$ cat src/rtl/ann_coef_arbiter.sv
`default_nettype none
// ============================================================================
// Module   : ann_coef_arbiter
// Purpose  : Round-robin burst arbiter sharing one coefficient ROM between the
//            23x23, 19x19 and 17x17 ANN scale engines.
//            Define ARB_FIXED_PRIO_EN for fixed priority 23x23 > 19x19 > 17x17.
// Revision : 1.0 - initial release
// ============================================================================
module ann_coef_arbiter #(
  parameter int ADDR_W = 12,
  parameter int DATA_W = 16,
  parameter int LEN_W  = 7
) (
  input  logic              iClk,
  input  logic              iReset,
  input  logic              iFlush,
  input  logic [2:0]        iReq,
  input  logic [ADDR_W-1:0] iAddr_23,
  input  logic [ADDR_W-1:0] iAddr_19,
  input  logic [ADDR_W-1:0] iAddr_17,
  input  logic [LEN_W-1:0]  iLen_23,
  input  logic [LEN_W-1:0]  iLen_19,
  input  logic [LEN_W-1:0]  iLen_17,
  input  logic [DATA_W-1:0] iMem_data,
  output logic              oMem_rd,
  output logic [ADDR_W-1:0] oMem_addr,
  output logic [2:0]        oGrant,
  output logic [DATA_W-1:0] oData,
  output logic [2:0]        oValid,
  output logic [2:0]        oDone,
  output logic              oBusy
);

  typedef enum logic [1:0] {
    IDLE  = 2'd0,
    BURST = 2'd1,
    DRAIN = 2'd2
  } state_t;

  state_t            state, state_nxt;
  logic [2:0]        grant_nxt;
  logic              rd_nxt;
  logic [ADDR_W-1:0] addr_nxt;
  logic [LEN_W:0]    len_cnt, len_nxt;
  logic [2:0]        valid_nxt;
  logic [2:0]        done_nxt;
  logic [2:0]        win;
  logic [ADDR_W-1:0] sel_addr;
  logic [LEN_W-1:0]  sel_len;
  logic [LEN_W:0]    len_ld;

`ifdef ARB_FIXED_PRIO_EN
  always_comb begin
    win = 3'b000;
    if (iReq[0])      win = 3'b001;
    else if (iReq[1]) win = 3'b010;
    else if (iReq[2]) win = 3'b100;
  end
`else
  logic [1:0] ptr, ptr_nxt;

  // Scan order starts at ptr and wraps modulo 3.
  always_comb begin
    win = 3'b000;
    case (ptr)
      2'd1: begin
        if (iReq[1])      win = 3'b010;
        else if (iReq[2]) win = 3'b100;
        else if (iReq[0]) win = 3'b001;
      end
      2'd2: begin
        if (iReq[2])      win = 3'b100;
        else if (iReq[0]) win = 3'b001;
        else if (iReq[1]) win = 3'b010;
      end
      default: begin
        if (iReq[0])      win = 3'b001;
        else if (iReq[1]) win = 3'b010;
        else if (iReq[2]) win = 3'b100;
      end
    endcase
  end
`endif

  always_comb begin
    sel_addr = iAddr_23;
    sel_len  = iLen_23;
    if (win[1]) begin
      sel_addr = iAddr_19;
      sel_len  = iLen_19;
    end else if (win[2]) begin
      sel_addr = iAddr_17;
      sel_len  = iLen_17;
    end
  end

  // A zero length field encodes the maximum burst of 2^LEN_W words.
  assign len_ld = (sel_len == '0) ? {1'b1, {LEN_W{1'b0}}} : {1'b0, sel_len};

  always_comb begin
    state_nxt = state;
    grant_nxt = oGrant;
    rd_nxt    = oMem_rd;
    addr_nxt  = oMem_addr;
    len_nxt   = len_cnt;
    valid_nxt = {3{oMem_rd}} & oGrant;
    done_nxt  = 3'b000;
`ifndef ARB_FIXED_PRIO_EN
    ptr_nxt   = ptr;
`endif
    case (state)
      IDLE: begin
        if (iReq != 3'b000) begin
          state_nxt = BURST;
          grant_nxt = win;
          rd_nxt    = 1'b1;
          addr_nxt  = sel_addr;
          len_nxt   = len_ld;
        end
      end
      BURST: begin
        if (len_cnt == (LEN_W+1)'(1)) begin
          state_nxt = DRAIN;
          rd_nxt    = 1'b0;
          done_nxt  = oGrant;
        end else begin
          addr_nxt = oMem_addr + ADDR_W'(1);
          len_nxt  = len_cnt - (LEN_W+1)'(1);
        end
      end
      DRAIN: begin
        state_nxt = IDLE;
        grant_nxt = 3'b000;
`ifndef ARB_FIXED_PRIO_EN
        if (oGrant[0])      ptr_nxt = 2'd1;
        else if (oGrant[1]) ptr_nxt = 2'd2;
        else                ptr_nxt = 2'd0;
`endif
      end
      default: begin
        state_nxt = IDLE;
        grant_nxt = 3'b000;
        rd_nxt    = 1'b0;
      end
    endcase
    // Abort drops any in-flight word and leaves the pointer untouched.
    if (iFlush) begin
      state_nxt = IDLE;
      grant_nxt = 3'b000;
      rd_nxt    = 1'b0;
      valid_nxt = 3'b000;
      done_nxt  = 3'b000;
`ifndef ARB_FIXED_PRIO_EN
      ptr_nxt   = ptr;
`endif
    end
  end

  always_ff @(posedge iClk) begin
    if (iReset) begin
      state     <= IDLE;
      oGrant    <= 3'b000;
      oMem_rd   <= 1'b0;
      oMem_addr <= '0;
      len_cnt   <= '0;
      oValid    <= 3'b000;
      oDone     <= 3'b000;
`ifndef ARB_FIXED_PRIO_EN
      ptr       <= 2'd0;
`endif
    end else begin
      state     <= state_nxt;
      oGrant    <= grant_nxt;
      oMem_rd   <= rd_nxt;
      oMem_addr <= addr_nxt;
      len_cnt   <= len_nxt;
      oValid    <= valid_nxt;
      oDone     <= done_nxt;
`ifndef ARB_FIXED_PRIO_EN
      ptr       <= ptr_nxt;
`endif
    end
  end

  assign oBusy = (state != IDLE);
  assign oData = iMem_data;

endmodule
`default_nettype wire

$ cat config.mk
export PLATFORM = sky130hd
export DESIGN_NAME = ann_coef_arbiter
export DESIGN_NICKNAME = d
export VERILOG_FILES = /design/src/rtl/ann_coef_arbiter.sv
export SDC_FILE = /design/constraint.sdc
export NUM_CORES = 1
export LEC_CHECK = 0
export BUFFER_PORTS_ARGS = -buffer_cell sky130_fd_sc_hd__buf_2
export CORE_MARGIN = 5
export CORE_UTILIZATION = 50
export DETAILED_ROUTE_END_ITERATION = 12
export GPL_TIMING_DRIVEN = 0
export PLACE_DENSITY = 0.86
export SKIP_LAST_GASP = 1
export SLEW_MARGIN = 20
export SYNTH_ARGS = -nofsm -noshare
export SYNTH_HDL_FRONTEND = slang
export SYNTH_SLANG_ARGS = --single-unit
$ cat constraint.sdc
create_clock -name iClk -period 4.1 [get_ports iClk]
set_input_delay 0.41 -clock iClk [delete_from_list [all_inputs] [get_ports iClk]]
set_output_delay 0.41 -clock iClk [all_outputs]
set_load 0.02 [all_outputs]
# Word level (Yosys, flattened, before mapping)
# Cells that the tools add are included.
[totals]
register_bits = 34
in_bits = 79
output_inout_bits = 39
[classes]
add_sub_neg = 2
eq_ne = 8
muxes = 31
bitwise_logic = 5
reduce_logical = 12
[ops]
columns = ["cell", "n"]
rows = [
  ["$mux W12", 4],
  ["$mux W8", 3],
  ["$pmux W12 S2", 1],
  ["$mux W3", 7],
  ["$pmux W8 S2", 1],
  ["$mux W7", 2],
  ["$add A12 B1 Y12 const B", 1],
  ["$mux W2", 6],
  ["$pmux W3 S2", 2],
  ["$eq A8 B1 Y1 const B", 1],
  ["$sub A8 B1 Y8 const B", 1],
  ["$logic_not A7 Y1", 1],
  ["$ne A2 B2 Y1 const B", 3],
  ["$reduce_and A2 Y1", 3],
  ["$reduce_and A3 Y1", 2],
  ["$eq A2 B1 Y1 const B", 2],
  ["$eq A2 B2 Y1 const B", 2],
  ["$not A1 Y1", 4],
  ["$pmux W2 S2", 1],
  ["$reduce_bool A2 Y1", 2],
  ["$reduce_or A4 Y1", 1],
  ["$and A3 B3 Y3", 1],
  ["$mux W1", 3],
  ["$pmux W1 S3", 1],
  ["other kinds (3)", 3],
]

# Depth between registers and ports, before layout
# Gate-level depths: netlist of the first run.
[depth]
ltp_word = 10
mapped_depth = 9
ltp_nobuf = 8

# Least setup slack after synthesis of the first run
# Ideal clock, no wire load.
[synth_path]
kind = "register to register"
startpoint = "register ptr[0]"
endpoint = "register oMem_addr[4]"
setup_time_ns = 0.132
arrival_time_ns = 2.001
required_time_ns = 3.968
slack_ns = 1.967
stages_incl_launch_ff = 10
period_less_slack_ns = 2.133
cell_sequence = "dfxtp_1 -> inv_1 -> ha_1 -> nor2b_2 -> o21a_4 -> o21ai_4 -> buf_6 -> mux2_2 -> mux2i_1 -> o22ai_1"
[synth_via]
elab_chain_cells = 6
[synth_lines]
columns = ["item", "line", "source"]
rows = [
  ["start: declaration", "60", "logic [1:0] ptr, ptr_nxt;"],
  ["start signal: assignment", "180", "ptr <= ptr_nxt;"],
  ["$eq A2 B2 Y1 or $eq A2 B1 Y1 (tied branches)", "65", "case (ptr)"],
  ["$pmux W3 S2 (*)", "65", ""],
  ["$mux W12", "91", "end else if (win[2]) begin"],
  ["$mux W12 (*)", "88", "if (win[1]) begin"],
  ["$mux W12 (*)", "113", "if (iReq != 3'b000) begin"],
  ["$pmux W12 S2 (*)", "111", "case (state)"],
  ["end signal: assignment", "175", "oMem_addr <= addr_nxt;"],
  ["end: declaration", "26", "output logic [ADDR_W-1:0] oMem_addr,"],
]
# Every way passes the cells marked *; elsewhere a longest branch is shown, timed or not. The select of a mux whose other input is x is not followed.
# A chain may end at the register's enable or synchronous reset.

# Final worst setup path of the first run
# Ends and elaborated chain as after synthesis.

==> impl_results.md, run 1 <==
* Max-cap violations at 0
* Post-synthesis sequential area ratio at 0.2836
* PortBufs at 100
* Post-layout net count at 513
* Placed insts at 476
* Hold WC Path Type: in -> reg
* Synth warnings at 0
* Area of the die at 0.006285 mm^2
* Avg Inst Size Synth at 7.453 um^2
* Post-Route WL at 7792 um
* Row count at 25
* Vias at 2887
* Ports at 118
* Distinct cell type count after synthesis at 48
* Pwr Density at 332.4 mW/mm^2
* CTS tree: built
* Crit path launch type: register
* Core area at 0.004692 mm^2
* Crit-path max FO at 10
* Initial antenna violation count at 0
* CTS H-Tree Depth at 2
* Worst-skew pair later-pin latency at 0.30 ns
* Largest net degree at the start of global routing at 13
* Count of hold buffers inserted by post-cts repair at 0
* Routed wire length per instance at 16.10 um
* Dominant cell type by area after synthesis: dfxtp_1
* Min Tclk post-route at 2.408 ns
* Status: finished, final reports clean
* Ant diodes at 0
* Largest cells by area after synthesis: dfxtp_1, a21oi_1, nor2_1
* Global-route wire length before repair at 12240 um
* Worst vdd ir at 0.1625 mV
* Syn nets at 406
* Slew Viols, Final at 0
* Share of layout cells above drive strength 1 at 0.3256
* Die height at 79.28 um
* CTS Sinks at 34
* Hold_ws at 0.3767 ns
* Skew final at 0.009022 ns
* Drt pass-1 iters at 6
* Setup Buffers After CTS at 0
* Max stage delay on crit path at 0.38 ns
* Final Cycle Share at 0.5874
* RSZ-0062 raised after global routing: false
* Nature of the critical path endpoint: register
* Mapped Cells at 322
* Fmax at 415.2 MHz
* Layout Cells excl Fill at 484
* Vias in the first global route at 2699
* Clock Pin Slew Worst Setup and Hold Paths at 0.08 ns
* First DRT Iteration DRCs at 252
* GPL Wtd Cong at 0.9557
* Syn-to-layout area delta at 29.41%
* Tot Pwr at 1.032 mW
* Most used flip-flop cell after synthesis: dfxtp_1
* Drc violations at 0
* Total CTS buffers at 5
* P_leak at 1.492 nW
* Setup violators final at 0
* Root Driver: clkbuf_8
* Synthesized area at 0.002400 mm^2
* Worst path required time at 4.27 ns
* Final TNS setup at 0 ns
* Starting Density at 0.5115
* Ys async rst share at 0
* Post-cts resize count at 0
* CP Cell Sequence: inv_1, ha_1, nor2b_2, o21a_4, o21ai_4, buf_6, mux2_2, mux2i_1, o22ai_1
* Final hold violation count at 0
* Yosys reg bits at 34
* GRT overflow at 0
* Top-area cell type share of the netlist area at 0.2836
* CP max-delay cell: ha_1
* Slew headroom at 0.5630
* Clk buf depth at 2
* Die W at 79.28 um
* HPWL Detailed at 5770 um
* Post-route ant nets at 0
* Least-Margin Pin Slew at 0.6505 ns
* Critical Path AT at 2.57 ns
* Total global-route track usage at 0.2422
* Post-synth EDFFs at 0
* Setup CP Type: reg -> reg
* DR vias/cell at 5.965
## worst max-delay path: cells and delay by family (launching register included)
family / cells / cell delay (ns)
buffers and inverters: 2 / 0.28
DFF: 1 / 0.34
adders and majority gates: 1 / 0.38
muxes: 2 / 0.47
and+or+nand+nor: 1 / 0.22
AOI/OAI and AO/OA: 3 / 0.59
## stage by stage
stage / setup WS [ns] / util / instance area, um^2
floorplan: 1.967 / - / 2400
global placement: 1.750 / 0.6325 / 2968
detailed placement: 1.722 / 0.6325 / 2968
CTS: 1.709 / 0.6619 / 3105
global route: 1.553 / 0.6619 / 3105
finish: 1.692 / 0.6619 / 3105
## area by class of cell
type	count	area (um^2)
sequential	34	680.7
inverter	8	30.03
fill	426	1587
clock inverter	3	68.82
clock buffer	5	68.82
tap	54	67.56
timing repair buffer	100	500.5
multi-input combinational	244	1479
buffer	36	210.2
## layer usage
layer / vias to the layer above / track usage / routed length (um)
met5: - / 0 / 0
met2: 199 / 0.4049 / 3646
li1: 1376 / - / -
met3: 22 / 0.06122 / 885
met4: 0 / 0.08763 / 184
met1: 1290 / 0.2999 / 3076
## worst paths after layout
path,slack (ns),cells past startpoint,to,from
max,1.69,9,oMem_addr[4]$_SDFFE_PP0P_,ptr[0]$_SDFFE_PP0P_
min,0.38,2,state[1]$_SDFFE_PP0P_,iFlush
min reg2reg,0.50,1,oDone[2]$_SDFF_PP0_,oGrant[2]$_SDFFE_PP0P_
max reg2reg,1.69,9,oMem_addr[4]$_SDFFE_PP0P_,ptr[0]$_SDFFE_PP0P_
## cell families (layout without fill, tap and decap cells)
family,after synthesis,in the layout,synth area share
DFF,34,34,0.2836
buffers and inverters,44,152,0.1001
and+or+nand+nor,116,116,0.2367
AOI/OAI and AO/OA,109,109,0.2935
adders and majority gates,5,5,0.02607
muxes,14,14,0.05996
## registers in the layout (all words and copies together) (netlist names)
signal	cells
oValid	3
state	2
ptr	2
oMem_rd	1
oDone	3
len_cnt	8
oGrant	3
oMem_addr	12
## report_power, final
part	switching, mW	total [mW]	internal (mW)	leakage, nW
registers	0.0292	0.383	0.354	0.280
clock network	0.141	0.385	0.244	0.0683
logic	0.152	0.264	0.112	1.14
total	0.322	1.03	0.710	1.49
## Yosys cell counts (7+ instances only)
| master | n |
|---|---|
| nor3_1 | 9 |
| and3_1 | 7 |
| a31oi_1 | 13 |
| a21oi_1 | 32 |
| nand2_1 | 30 |
| o211ai_1 | 7 |
| inv_1 | 8 |
| buf_4 | 16 |
| nor2_1 | 33 |
| mux2i_1 | 11 |
| dfxtp_1 | 34 |
| o21ai_0 | 22 |
| clkbuf_1 | 13 |
## cell usage in the layout, fill, tap and decap left out, types with 6 or more instances in the layout
cell / count
buf_4: 16
and3_1: 7
nor2_1: 33
mux2i_1: 11
o21ai_0: 22
a21oi_1: 32
a31oi_1: 13
dfxtp_1: 34
o211ai_1: 7
nor3_1: 9
buf_2: 106
inv_1: 8
nand3_1: 6
clkbuf_1: 13
nor2b_1: 6
nor4_1: 6
nand2_1: 30
Power figures use the tool's default switching activity.
==> inputs of run 2 (changes only) <==
- CORE_UTILIZATION: 50 -> 47
- PLACE_DENSITY: 0.86 -> 0.82
- clock period: 4.1 -> 2.44 ns (I/O delays scaled with it)
==> impl_results.md, run 2 (same netlist as run 1, synthesis figures left out) <==
* Commonest non-fill, non-tap cell in the layout: buf_2
* Fmax at 432.0 MHz (+4.0%)
* Row count at 26 (+4.0%)
* HPWL Detailed at 5744 um (-0.46%)
* Root Driver: clkbuf_8
* Post-route ant nets at 0 (unchanged)
* Die height at 81.46 um (+2.7%)
* Top Registers: oMem_addr: 12 flops, len_cnt: 8 flops
* Total CTS buffers at 5 (unchanged)
* Origin of the worst setup path: ptr[0]$_SDFFE_PP0P_
* R2r setup slk at 0.13 ns (-1.57 ns)
* Total global-route track usage at 0.2264 (-0.01579)
* Post-layout net count at 515 (+0.39%)
* Worst r2r src: ptr[0]$_SDFFE_PP0P_
* Hold WC Path Type: in -> reg
* Skew final at 0.006758 ns (-0.002264 ns)
* GPL Wtd Cong at 0.9076 (-5.0%)
* Count of hold buffers inserted by post-cts repair at 0 (unchanged)
* Ports at 118 (unchanged)
* Final Cycle Share at 0.9486 (+0.3613)
* Slew Viols, Final at 0 (unchanged)
* Top reg by flops: oMem_addr
* Share of layout cells above drive strength 1 at 0.3333 (+0.007752)
* Worst path required time at 2.60 ns (-1.67 ns)
* Placed insts at 492 (+3.4%)
* Tot Pwr at 1.525 mW (+48%)
* Ant diodes at 0 (unchanged)
* Layout Cells excl Fill at 502 (+3.7%)
* P_leak at 1.488 nW (-0.29%)
* Dpl cell area at 0.002988 mm^2 (+0.67%)
* RSZ-0062 raised after global routing: false
* Hold Path Stages at 2 (unchanged)
* Worst vdd ir at 0.3118 mV (+92%)
* Status: finished, final reports clean
* Max reg flops at 12 (unchanged)
* Drt pass-1 iters at 9 (+3)
* Critical Path AT at 2.47 ns (-0.10 ns)
* Pwr Density at 491.0 mW/mm^2 (+48%)
* Fin area at 0.003105 mm^2 (unchanged)
* CTS Sinks at 34 (unchanged)
* Final TNS setup at 0 ns (unchanged)
* PortBufs at 100 (unchanged)
* Area of the die at 0.006635 mm^2 (+5.6%)
* Final WS setup at 0.1253 ns (-1.566 ns)
* Global-route wire length before repair at 11790 um (-3.7%)
* CTS tree: built
* RR Endpoint: oMem_addr[4]$_SDFFE_PP0P_
* Setup CP Type: reg -> reg
* Syn-to-layout area delta at 29.41% (unchanged)
* Worst-skew pair later-pin latency at 0.29 ns (about the same)
* Setup violators final at 0 (unchanged)
* Largest net degree at the start of global routing at 11 (-2)
* Crit path launch type: register
* Core area at 0.005042 mm^2 (+7.5%)
* GRT overflow at 0 (unchanged)
* CTS H-Tree Depth at 2 (unchanged)
* Hold Crit Start: iFlush
* Crit-path max FO at 10 (unchanged)
* Min Tclk post-route at 2.315 ns (-0.09356 ns)
* DR vias/cell at 5.663 (-5.1%)
* Nature of the critical path endpoint: register
* Max-cap violations at 0 (unchanged)
* Routed wire length per instance at 15.10 um (-6.2%)
* Post-Route WL at 7580 um (-2.7%)
* CP Capture Point: oMem_addr[4]$_SDFFE_PP0P_
* Vias in the first global route at 2530 (-6.3%)
* Starting Density at 0.4759 (-0.03554)
* Dpl ws at 0.005724 ns (-1.716 ns)
* Fin util at 0.6159 (-0.04599)
* Final hold violation count at 0 (unchanged)
* First DRT Iteration DRCs at 296 (+17%)
* Slew headroom at 0.6003 (+0.03727)
* Die W at 81.46 um (+2.7%)
* Clock Pin Slew Worst Setup and Hold Paths at 0.07 ns (about the same)
* Vias at 2843 (-1.5%)
* Least-Margin Pin Slew at 0.5996 ns (-0.05090 ns)
* Drc violations at 0 (unchanged)
* Hold_ws at 0.1982 ns (-0.1785 ns)
* Commonest non-fill, non-tap cells in the layout: buf_2, dfxtp_1, nor2_1
* Initial antenna violation count at 0 (unchanged)
* Clk buf depth at 2 (unchanged)
* Reg2reg path depth at 9 (unchanged)
-- run 2: worst min path at each step --
stage	end	slack [ns]
2_1_floorplan	state[1]$_SDFFE_PP0P_	0.35
3_3_place_gp	oDone[2]$_SDFF_PP0_	0.50
3_5_place_dp	state[1]$_SDFFE_PP0P_	0.49
4_1_cts	state[1]$_SDFFE_PP0P_	0.19
5_1_grt	state[1]$_SDFFE_PP0P_	0.20
6_report	state[1]$_SDFFE_PP0P_	0.20
-- run 2: what timing repair did --
item | CTS | global route
setup buffers | 0 | 2
resized for setup | 0 | 8
setup endpoints to repair | 0 | 10
-- run 2: area by class of cell --
| cell class | instances | area [um^2] |
|---|---|---|
| fill | 465 | 1937 |
| multi-input combinational | 244 | 1481 |
| sequential | 34 | 680.7 |
| timing repair buffer | 102 | 515.5 |
| buffer | 36 | 219.0 |
| tap | 70 | 87.58 |
| clock buffer | 7 | 86.33 |
| inverter | 8 | 30.03 |
| clock inverter | 1 | 5.005 |
-- run 2: routing by layer --
layer | GRT usage | share of wire | wire, um
met1 | 0.3019 | 0.42 | 3190
met2 | 0.3689 | 0.47 | 3588
met3 | 0.04057 | 0.095 | 717
met4 | 0.07264 | 0.011 | 84
met5 | 0 | 0 | 0
-- run 2: critical path: stages (launching register included) --
cell and delay (ns):
dfxtp_1 0.33, inv_1 0.06, ha_2 0.32, nor2b_2 0.19, o21a_4 0.23, o21ai_4 0.24, buf_8 0.20, mux2_2 0.34
mux2i_1 0.17, o22ai_1 0.10
-- run 2: report_power, final --
| group | total (mW) | internal, mW | leakage (nW) | switching, mW |
|---|---|---|---|---|
| Combinational | 0.448 | 0.192 | 1.16 | 0.255 |
| Clock | 0.434 | 0.228 | 0.0482 | 0.207 |
| Sequential | 0.643 | 0.596 | 0.280 | 0.0472 |
| Total | 1.52 | 1.02 | 1.49 | 0.509 |
